File: src/rtl/clock_divider_multi_if.sv
// rtl/clock_divider_multi_if.sv - divider control/output bundle; sync member present only with CLOCK_DIV_SYNC_EN
interface clock_divider_multi_if #(
    parameter int WIDTH    = 12,
    parameter int CHANNELS = 2
);
    logic [CHANNELS-1:0]       en;
    logic [CHANNELS-1:0]       mode;
    logic [CHANNELS*WIDTH-1:0] scale_factor;
    logic [CHANNELS-1:0]       clk_out;
    logic [CHANNELS-1:0]       tick;
`ifdef CLOCK_DIV_SYNC_EN
    logic                      sync;

    modport master (output en, mode, scale_factor, sync, input clk_out, tick);
    modport slave  (input en, mode, scale_factor, sync, output clk_out, tick);
`else
    modport master (output en, mode, scale_factor, input clk_out, tick);
    modport slave  (input en, mode, scale_factor, output clk_out, tick);
`endif
endinterface

File: src/rtl/clock_divider_multi.sv
// rtl/clock_divider_multi.sv - multi-channel shadowed clock divider; optional phase-align strobe via CLOCK_DIV_SYNC_EN
module clock_divider_multi #(
    parameter int WIDTH    = 12,
    parameter int CHANNELS = 2
) (
    input  logic                  clk,
    input  logic                  rst,
    clock_divider_multi_if.slave  bus
);

    logic [WIDTH-1:0]    cnt_q [CHANNELS];
    logic [WIDTH-1:0]    cnt_d [CHANNELS];
    logic [WIDTH-1:0]    div_q [CHANNELS];
    logic [WIDTH-1:0]    div_d [CHANNELS];
    logic [CHANNELS-1:0] mode_q, mode_d;
    logic [CHANNELS-1:0] out_q, out_d;
    logic [CHANNELS-1:0] tick_q, tick_d;
    logic                sync_w;

`ifdef CLOCK_DIV_SYNC_EN
    assign sync_w = bus.sync;
`else
    assign sync_w = 1'b0;
`endif

    // Divisor and mode are only taken from the inputs at a wrap, so a period is never cut short.
    always_comb begin
        for (int i = 0; i < CHANNELS; i++) begin
            cnt_d[i]  = cnt_q[i];
            div_d[i]  = div_q[i];
            mode_d[i] = mode_q[i];
            out_d[i]  = mode_q[i] ? 1'b0 : out_q[i];
            tick_d[i] = 1'b0;
            if (sync_w) begin
                cnt_d[i]  = '0;
                div_d[i]  = bus.scale_factor[i*WIDTH +: WIDTH];
                mode_d[i] = bus.mode[i];
                out_d[i]  = 1'b0;
            end else if (bus.en[i]) begin
                if (cnt_q[i] >= div_q[i]) begin
                    cnt_d[i]  = '0;
                    tick_d[i] = 1'b1;
                    div_d[i]  = bus.scale_factor[i*WIDTH +: WIDTH];
                    mode_d[i] = bus.mode[i];
                    // The newly loaded mode governs the wrap edge itself.
                    out_d[i]  = bus.mode[i] ? 1'b1 : ~out_q[i];
                end else begin
                    cnt_d[i] = cnt_q[i] + WIDTH'(1);
                end
            end
        end
    end

    always_ff @(posedge clk) begin
        if (rst) begin
            for (int i = 0; i < CHANNELS; i++) begin
                cnt_q[i] <= '0;
                div_q[i] <= bus.scale_factor[i*WIDTH +: WIDTH];
            end
            mode_q <= bus.mode;
            out_q  <= '0;
            tick_q <= '0;
        end else begin
            for (int i = 0; i < CHANNELS; i++) begin
                cnt_q[i] <= cnt_d[i];
                div_q[i] <= div_d[i];
            end
            mode_q <= mode_d;
            out_q  <= out_d;
            tick_q <= tick_d;
        end
    end

    assign bus.clk_out = out_q;
    assign bus.tick    = tick_q;

endmodule

File: src/flat_wrapper.sv
// flat-port wrapper written by rule: the top's interface ports become plain ports
module clock_divider_multi_flat 
#(
    parameter int WIDTH    = 12,
    parameter int CHANNELS = 2
)
  (clk, rst, bus_en, bus_mode, bus_scale_factor, bus_clk_out, bus_tick);
  clock_divider_multi_if #(.WIDTH(WIDTH), .CHANNELS(CHANNELS)) bus_i ();
  input  logic clk;
  input  logic rst;
  input wire logic [$bits(bus_i.en)-1:0] bus_en;
  input wire logic [$bits(bus_i.mode)-1:0] bus_mode;
  input wire logic [$bits(bus_i.scale_factor)-1:0] bus_scale_factor;
  output wire logic [$bits(bus_i.clk_out)-1:0] bus_clk_out;
  output wire logic [$bits(bus_i.tick)-1:0] bus_tick;
  assign bus_i.en = bus_en;
  assign bus_i.mode = bus_mode;
  assign bus_i.scale_factor = bus_scale_factor;
  assign bus_clk_out = bus_i.clk_out;
  assign bus_tick = bus_i.tick;
  clock_divider_multi #(.WIDTH(WIDTH), .CHANNELS(CHANNELS)) u_core (.clk(clk), .rst(rst), .bus(bus_i));
endmodule
File: config.mk
export PLATFORM = sky130hd
export DESIGN_NAME = clock_divider_multi_flat
export DESIGN_NICKNAME = d
export VERILOG_FILES = /design/src/rtl/clock_divider_multi_if.sv /design/src/rtl/clock_divider_multi.sv /design/src/flat_wrapper.sv
export SDC_FILE = /design/constraint.sdc
export NUM_CORES = 1
export LEC_CHECK = 0
export CELL_PAD_IN_SITES_DETAIL_PLACEMENT = 1
export CELL_PAD_IN_SITES_GLOBAL_PLACEMENT = 2
export CORE_AREA = 2 2 88 90
export CTS_CLUSTER_DIAMETER = 150
export CTS_CLUSTER_SIZE = 20
export DETAILED_ROUTE_END_ITERATION = 12
export DIE_AREA = 0 0 90 92
export PLACE_DENSITY_LB_ADDON = 0.2
export SYNTH_ARGS = -nofsm -noshare
export SYNTH_HDL_FRONTEND = slang
export SYNTH_SLANG_ARGS = --single-unit
File: constraint.sdc
create_clock -name clk -period 3.88 [get_ports clk]
set_input_delay 0.582 -clock clk [delete_from_list [all_inputs] [get_ports clk]]
set_output_delay 0.582 -clock clk [all_outputs]
set_load 0.005 [all_outputs]
# Yosys cells after proc, flatten, opt, wreduce, memory -nomap -nowiden
# Memory sizes are Yosys's and may differ from the RTL's.
# Index checks and enable logic that the tools add are counted.
# word_totals
regBits	6
latchBits	0
ram_bits	48
mem_bits_ro	0
inputBits	30
output_inout_bits	4
word_cells	57
mem_count	2
# memory_table
name	depth	word_bits	read_ports	rd_clocked_by_memory_dff	wr	line_no	rtl
u_core.cnt_q	2	12	2	0	2	clock_divider_multi.sv:11	logic [WIDTH-1:0] cnt_q [CHANNELS];
u_core.div_q	2	12	2	0	2	clock_divider_multi.sv:13	logic [WIDTH-1:0] div_q [CHANNELS];
# classes
addsub	2
n_mul	0
div	0
magnitude_cmp	2
eq_ne	0
n_shift	0
mux	30
bitwise_logic	8
n_reduce_logical	8
# ops
op	count
12-bit two-way mux	12
12-bit by 1-bit adder with 12-bit output (second input constant)	2
12-bit greater-or-equal comparator	2
1-bit two-way mux	17
2-bit nonzero test	4
1-bit NOT	4
1-bit OR	4
2-bit AND reduction	2
2-bit OR reduction	2
2-bit two-way mux	1

# Logic depth before layout (Yosys ltp)
# Gate-level depths: netlist of the first run.
# An unclocked memory read counts as a cell.
# depth
depth_word	5
ltp_mapped	7
mapped_depth_nobuf	7

# Worst setup path after synthesis of the first run
# Ideal clock, no wire load.
# synth_path
kind	register to register
from	memory u_core.cnt_q[0][0]
to	memory u_core.div_q[0][0], enable pin
setup_ps	384
arrival_time_ps	1609
required_time_ps	3496
path_slack_ps	1887
path_stages_with_launch	7
n_path_buf	0
period_less_slack_ps	1993
path_cell_list	dfxtp_1 -> inv_1 -> ha_1 -> nor2b_1 -> o21ai_1 -> a221oi_2 -> o221ai_2
# synth_rtl
element	line_no
start: declaration	clock_divider_multi.sv:11
end: declaration	clock_divider_multi.sv:13

==> results.md, run 1 <==
* Largest net degree at the start of global routing at 23
* Fillers at 859
* Share of synthesized flip-flops with an asynchronous set or reset at 0%
* Num ports at 34
* Mapped cell area at around 2700 um2
* Fmax achieved at between 0.4 and 0.5 GHz
* Slew at the pin closest to its max-slew limit at ~0.55 ns
* Arr. time, crit path at roughly 2.2 ns
* Antenna violations before repair at 0
* Slew HR at 63.2%
* # port buffers at 33
* Syn-to-layout area delta at 20.4%
* Clk buf depth at 2
* Yosys cell types at 45
* Static Leak at 1.31 nW
* Cells after Synth at around 260
* Via density at roughly 4.7
* Crit start category: flop
* CP peak stage delay at around 0.45 ns
* Ys Warns at 0
* Worst clock skew at between 0.008 and 0.009 ns
* Final min period at roughly 2.2 ns
* Die W at 90 um
* TritonRoute pass-1 iters at 4
* Maximum VDD drop at 0.112 mV
* Share of the synthesized area in the top cell type at roughly 29%
* Final antenna-violating net count at 0
* Cell Rows at 32
* HP Class: flop to flop
* Vias in the first global route at roughly 1,900
* Final period utilization at slightly below 60%
* Reg clk slew, reported paths at 0.10 ns
* Synth Net Count at ~310
* DRC at 0
* Synth top cells by count: inv_1 (32), nor2_1 (29), dfxtp_1 (28)
* Cell Pwr Density at between 300 and 400 nW/um2
* Synth area leaders: edfxtp_1 (29%), dfxtp_1 (21%), ha_1 (12%)
* Max_cap viols at 0
* GPL Wtd Cong at 0.685
* Overall global routing resource usage at between 10% and 20%
* Highest fanout seen on the critical path at 22
* Via count at roughly 1,900
* Core area at approximately 7400 um2
* H-tree Lvls at 2
* Outcome: completed
* WL per Instance at ~13 um
* Synth Register Bits at between 50 and 60
* Initial Utilization at approximately 36%
* Synthesized area per cell at roughly 10 um2
* Top-count cell post-synth: inv_1
* Critical Path RT at 3.82 ns
* Area leader, netlist: edfxtp_1
* CTS tree: yes
* Final WL at slightly above 5000 um
* Nets at 350
* Final Hold Vio Count at 0
* Slowest-stage cell, CP: a2111o_1
* Worst skew pair latency at 0.31 ns
* CP cell instances: inv_1 -> ha_1 -> nand2b_1 -> a2111o_1 -> nand4_2 -> nand4_4
* Diode count at 0
* DR iter-0 viols at 45
* CP endpoint kind: flop
* Top FF cell, synth: dfxtp_1
* Final setup vio count at 0
* First-pass GRT wire length at slightly below 9000 um
* Clock root cell: clkbuf_8
* Hold Buf Count CTS at 0
* CTS resizes at 0
* Clock sinks at between 50 and 60
* Post-synth EDFFs at 26
* WS Path Type: flop to flop
* Post-route cell area at ~3200 um2
* Share of layout cells above drive strength 1 at under 10%
* Final Max Slew Viols at 0
* HPWL after DPL at approximately 4000 um
* Die Area at 8280 um2
* Share of the yosys chip area belonging to registers at about 50%
* Post-route setup TNS at 0 ns
* Postcts setup bufs at 0
* Fin util at 43.4%
* Post-DP Area at between 3000 and 4000 um2
* RSZ-0062 raised after global routing: false
* Num CTS Buffers at 5
* Die H at slightly above 90 um
* GR Overflow Total at 0
through the flow:
stage	std cells	hold slack, ns	power, W	setup WS [ns]
after floorplan	256	0.475	0.000690	1.89
after global placement	389	0.510	0.000735	1.35
after detailed placement	389	0.506	0.000737	1.31
after CTS	397	0.524	0.00107	1.59
after global routing	397	0.535	0.00111	1.46
final	397	0.518	0.00105	1.64
worst paths after layout:
check | from | endpoint | slack, ns | cells past startpoint
worst max-delay path | u_core.cnt_q[0][12]$_SDFFE_PP0P_ | u_core.div_q[0][13]$_DFFE_PP_ | 1.64 | 6
worst min-delay path | u_core.mode_q[1]$_DFFE_PP_ | u_core.bus.clk_out[1]$_SDFF_PP0_ | 0.52 | 2
worst max register to register | u_core.cnt_q[0][12]$_SDFFE_PP0P_ | u_core.div_q[0][13]$_DFFE_PP_ | 1.64 | 6
worst min register to register | u_core.mode_q[1]$_DFFE_PP_ | u_core.bus.clk_out[1]$_SDFF_PP0_ | 0.52 | 2
critical path: cells and delay by family, from the launching register on:
kind / cells / cell delay [ns]
AND/OR/NAND/NOR: 3 / 0.65
AO/OA/AOI/OAI: 1 / 0.45
flip-flops: 1 / 0.40
adder cells (fa/ha/maj): 1 / 0.26
buffers and inverters: 1 / 0.10
logic make-up after synthesis:
group                    Yosys count  synth area share (%)
AND/OR/NAND/NOR                   91                  18.3
buffers and inverters             35                  4.99
multiplexers                       2                 0.792
AO/OA/AOI/OAI                     31                  8.34
XOR/XNOR                          17                  5.55
flip-flops                        54                  50.0
adder cells (fa/ha/maj)           26                  12.1
placed cells by master, fill, tap and decap left out, types with 2 or more instances in the layout:
cell type	Yosys	final
clkdlybuf4s50_1	0	33
inv_1	32	32
nor2_1	29	29
dfxtp_1	28	28
ha_1	26	26
edfxtp_1	26	26
nand2_1	18	18
a21oi_1	11	11
nand4_1	9	9
nand3_1	9	9
xnor2_1	9	9
xor2_1	8	8
clkbuf_8	0	6
and3_1	5	5
o21ai_0	5	5
nand2b_1	4	4
nor2b_1	2	2
and4_1	2	2
o2111ai_1	2	2
nor3_1	2	2
nand3b_1	2	2
registers in the layout (all words and copies together), names as in the netlist:
name                flops
u_core.mode_q           2
u_core.cnt_q           24
u_core.div_q           24
u_core.bus.clk_out      2
u_core.bus.tick         2
routing by layer:
metal | global-route usage, % | wire (um)
met2 | 24.5 | 2730
met4 | 4.62 | 74
met5 | 0 | 0
met1 | 15.6 | 2200
met3 | 3.20 | 138
cell type report:
| cell class | count | area (um2) | area share, % |
|---|---|---|---|
| Clock inverter | 2 | 12.5 | 0.387 |
| Multi-Input combinational cell | 167 | 1210 | 37.4 |
| Timing Repair Buffer | 34 | 338 | 10.5 |
| Inverter | 32 | 120 | 3.72 |
| Sequential cell | 54 | 1340 | 41.5 |
| Clock buffer | 6 | 82.6 | 2.56 |
| Tap cell | 102 | 128 | 3.95 |
power breakdown:
group | leakage, nW | switching (W) | internal, W
Combinational | 0.781 | 0.0000446 | 0.0000475
Clock | 0.0472 | 0.000184 | 0.000144
Sequential | 0.481 | 0.00000921 | 0.000620
Total | 1.31 | 0.000238 | 0.000812
(Power assumes the default switching activity.)
==> inputs of run 2 (changes only) <==
--- a/config.mk
+++ b/config.mk
@@ -7,11 +7,11 @@
 export LEC_CHECK = 0
 export CELL_PAD_IN_SITES_DETAIL_PLACEMENT = 1
 export CELL_PAD_IN_SITES_GLOBAL_PLACEMENT = 2
-export CORE_AREA = 2 2 88 90
+export CORE_AREA = 2 2 91 93
 export CTS_CLUSTER_DIAMETER = 150
 export CTS_CLUSTER_SIZE = 20
 export DETAILED_ROUTE_END_ITERATION = 12
-export DIE_AREA = 0 0 90 92
+export DIE_AREA = 0 0 93 95
 export PLACE_DENSITY_LB_ADDON = 0.2
 export SYNTH_ARGS = -nofsm -noshare
 export SYNTH_HDL_FRONTEND = slang
==> constraint.sdc (replaced) <==
create_clock -name clk -period 2.3 [get_ports clk]
set_input_delay 0.345 -clock clk [delete_from_list [all_inputs] [get_ports clk]]
set_output_delay 0.345 -clock clk [all_outputs]
set_load 0.005 [all_outputs]
==> results.md, run 2 (synthesis gave the netlist of run 1 again) <==
* Static Leak at 1.35 nW (+3.3%)
* Maximum VDD drop at 0.229 mV (+100%)
* Total power at 0.00188 W (+79%)
* Max_cap viols at 0 (unchanged)
* Hold WS at 0.528 ns (+0.0102 ns)
* Critical Path RT at 2.37 ns (-1.45 ns)
* Most frequent cells in the layout: clkdlybuf4s50_1 (33), inv_1 (32), nor2_1 (29)
* Vias in the first global route at 2,018 (+6.0%)
* Num ports at 34 (unchanged)
* Met3 routed WL at 148 um (+7.2%)
* H-tree Lvls at 2 (unchanged)
* Core area at 7930 um2 (+6.5%)
* Slowest-stage cell, CP: a2111o_1
* Final WL at 5530 um (+7.6%)
* Initial Utilization at 33.9% (-2.2 points)
* Die H at 95 um (+3.3%)
* HPWL after DPL at 4210 um (+6.2%)
* Postcts setup bufs at 0 (unchanged)
* WL met1 at 2400 um (+9.2%)
* Worst clock skew at 0.00767 ns (-0.000479 ns)
* Family with the most delay on the worst path: compound AO/OA/AOI/OAI gates
* DRC at 0 (unchanged)
* Crit start category: flop
* Cell Pwr Density at 568 nW/um2 (+75%)
* RSZ-0062 raised after global routing: false
* First-pass GRT wire length at 9300 um (+4.6%)
* Overall global routing resource usage at 13.5% (+0.018 points)
* HP Class: flop to flop
* Final Max Slew Viols at 0 (unchanged)
* Syn-to-layout area delta at 23.3%
* # port buffers at 33 (unchanged)
* Bufs and invs on worst path at 2 (+1)
* Die W at 93 um (+3.3%)
* Top Metal Used: met4
* Leading cell type in the layout, fill and taps excluded: clkdlybuf4s50_1
* Met2 Wirelength at 2920 um (+6.9%)
* TritonRoute pass-1 iters at 5 (+1)
* Final Hold Vio Count at 0 (unchanged)
* WS Path Type: flop to flop
* Final period utilization at 90.2% (+32 points)
* CP cell instances: inv_1 -> ha_1 -> nand2b_1 -> a2111o_1 -> nand4_2 -> nand4_4 -> buf_12
* Clk buf depth at 2 (unchanged)
* GPL Wtd Cong at 0.757 (+10%)
* Fin worst setup slack at 0.226 ns (-1.41 ns)
* Share of layout cells above drive strength 1 at 7.67% (+1.6 points)
* Final setup vio count at 0 (unchanged)
* Highest fanout seen on the critical path at 22 (unchanged)
* Via count at 1,963 (+4.7%)
* Nets at 356 (+1.7%)
* Slew at the pin closest to its max-slew limit at 0.439 ns (-0.112 ns)
* CP endpoint kind: flop
* Reg clk slew, reported paths at 0.10 ns (about the same)
* CP peak stage delay at 0.45 ns (about the same)
* DR iter-0 viols at 58 (+29%)
* Final min period at 2.07 ns (-0.168 ns)
* Outcome: completed
* Cell Rows at 33 (+3.1%)
* Fmax achieved at 0.482 GHz (+8.1%)
* Slew HR at 70.5% (+7.3 points)
* Clock root cell: clkbuf_8
* Antenna violations before repair at 0 (unchanged)
* Largest regs: u_core.cnt_q x24, u_core.div_q x24
* WL per Instance at 13.7 um (+5.5%)
* CTS tree: yes
* Worst skew pair latency at 0.31 ns (about the same)
* Post-route setup TNS at 0 ns (unchanged)
* Num CTS Buffers at 5 (unchanged)
* Die Area at 8840 um2 (+6.7%)
* Final antenna-violating net count at 0 (unchanged)
* Largest net degree at the start of global routing at 23 (unchanged)
* Arr. time, crit path at 2.14 ns (-0.04 ns)
* Hold Buf Count CTS at 0 (unchanged)
* Via density at 4.85 (+2.7%)
* CTS resizes at 0 (unchanged)
* GR Overflow Total at 0 (unchanged)
* Worst slack, placed at 0.249 ns (-1.06 ns)
* Diode count at 0 (unchanged)
* Clock sinks at 54 (unchanged)
## run 2: cell types whose count changed in the layout (fill, tap and decap cells not counted)
cell / change
buf_12: +1
buf_4: +5
clkinv_2: -1
clkinvlp_4: -1
bufinv_16: +1
## run 2: worst paths after layout
| path | depth (start not counted) | endpoint | slack, ns | start |
|---|---|---|---|---|
| hold reg to reg | 2 | u_core.bus.clk_out[1]$_SDFF_PP0_ | 0.53 | u_core.mode_q[1]$_DFFE_PP_ |
| setup / recovery | 7 | u_core.div_q[0][17]$_DFFE_PP_ | 0.23 | u_core.cnt_q[0][12]$_SDFFE_PP0P_ |
| hold / removal | 2 | u_core.bus.clk_out[1]$_SDFF_PP0_ | 0.53 | u_core.mode_q[1]$_DFFE_PP_ |
| setup reg to reg | 7 | u_core.div_q[0][17]$_DFFE_PP_ | 0.23 | u_core.cnt_q[0][12]$_SDFFE_PP0P_ |
## run 2: cell type report
cell class | instances | area [um2]
fillers | 919 | 4620
flip-flops and latches | 54 | 1340
multi-input cells | 167 | 1210
repair buffers | 40 | 395
well taps | 105 | 131
inverters | 32 | 120
clock buffers | 6 | 82.6
clock inverters | 1 | 30.0
## run 2: layer usage
layer | up-vias | track usage [%]
li1 | 980 | -
met1 | 952 | 15.5
met2 | 26 | 25.0
met3 | 5 | 2.63
met4 | 0 | 5.02
met5 | - | 0
## run 2: per-stage QoR
| step | util (%) | area [um2] | std cells |
|---|---|---|---|
| after floorplan | - | 2690 | 256 |
| after global placement | 40.3 | 3200 | 398 |
| after detailed placement | 40.3 | 3200 | 398 |
| after CTS | 41.8 | 3310 | 405 |
| after global routing | 41.8 | 3310 | 405 |
| final | 41.8 | 3310 | 405 |
## run 2: worst register-to-register path: stages (launching register included)
cell      delay, ns
dfxtp_1        0.42
inv_1          0.09
ha_1           0.27
nand2b_1       0.14
a2111o_1       0.45
nand4_2        0.16
nand4_4        0.12
buf_12         0.19
## run 2: power breakdown
part	internal (W)	total (W)	switching, W
Clock	0.000349	0.000650	0.000301
Sequential	0.00105	0.00106	0.0000157
Combinational	0.0000887	0.000169	0.0000800
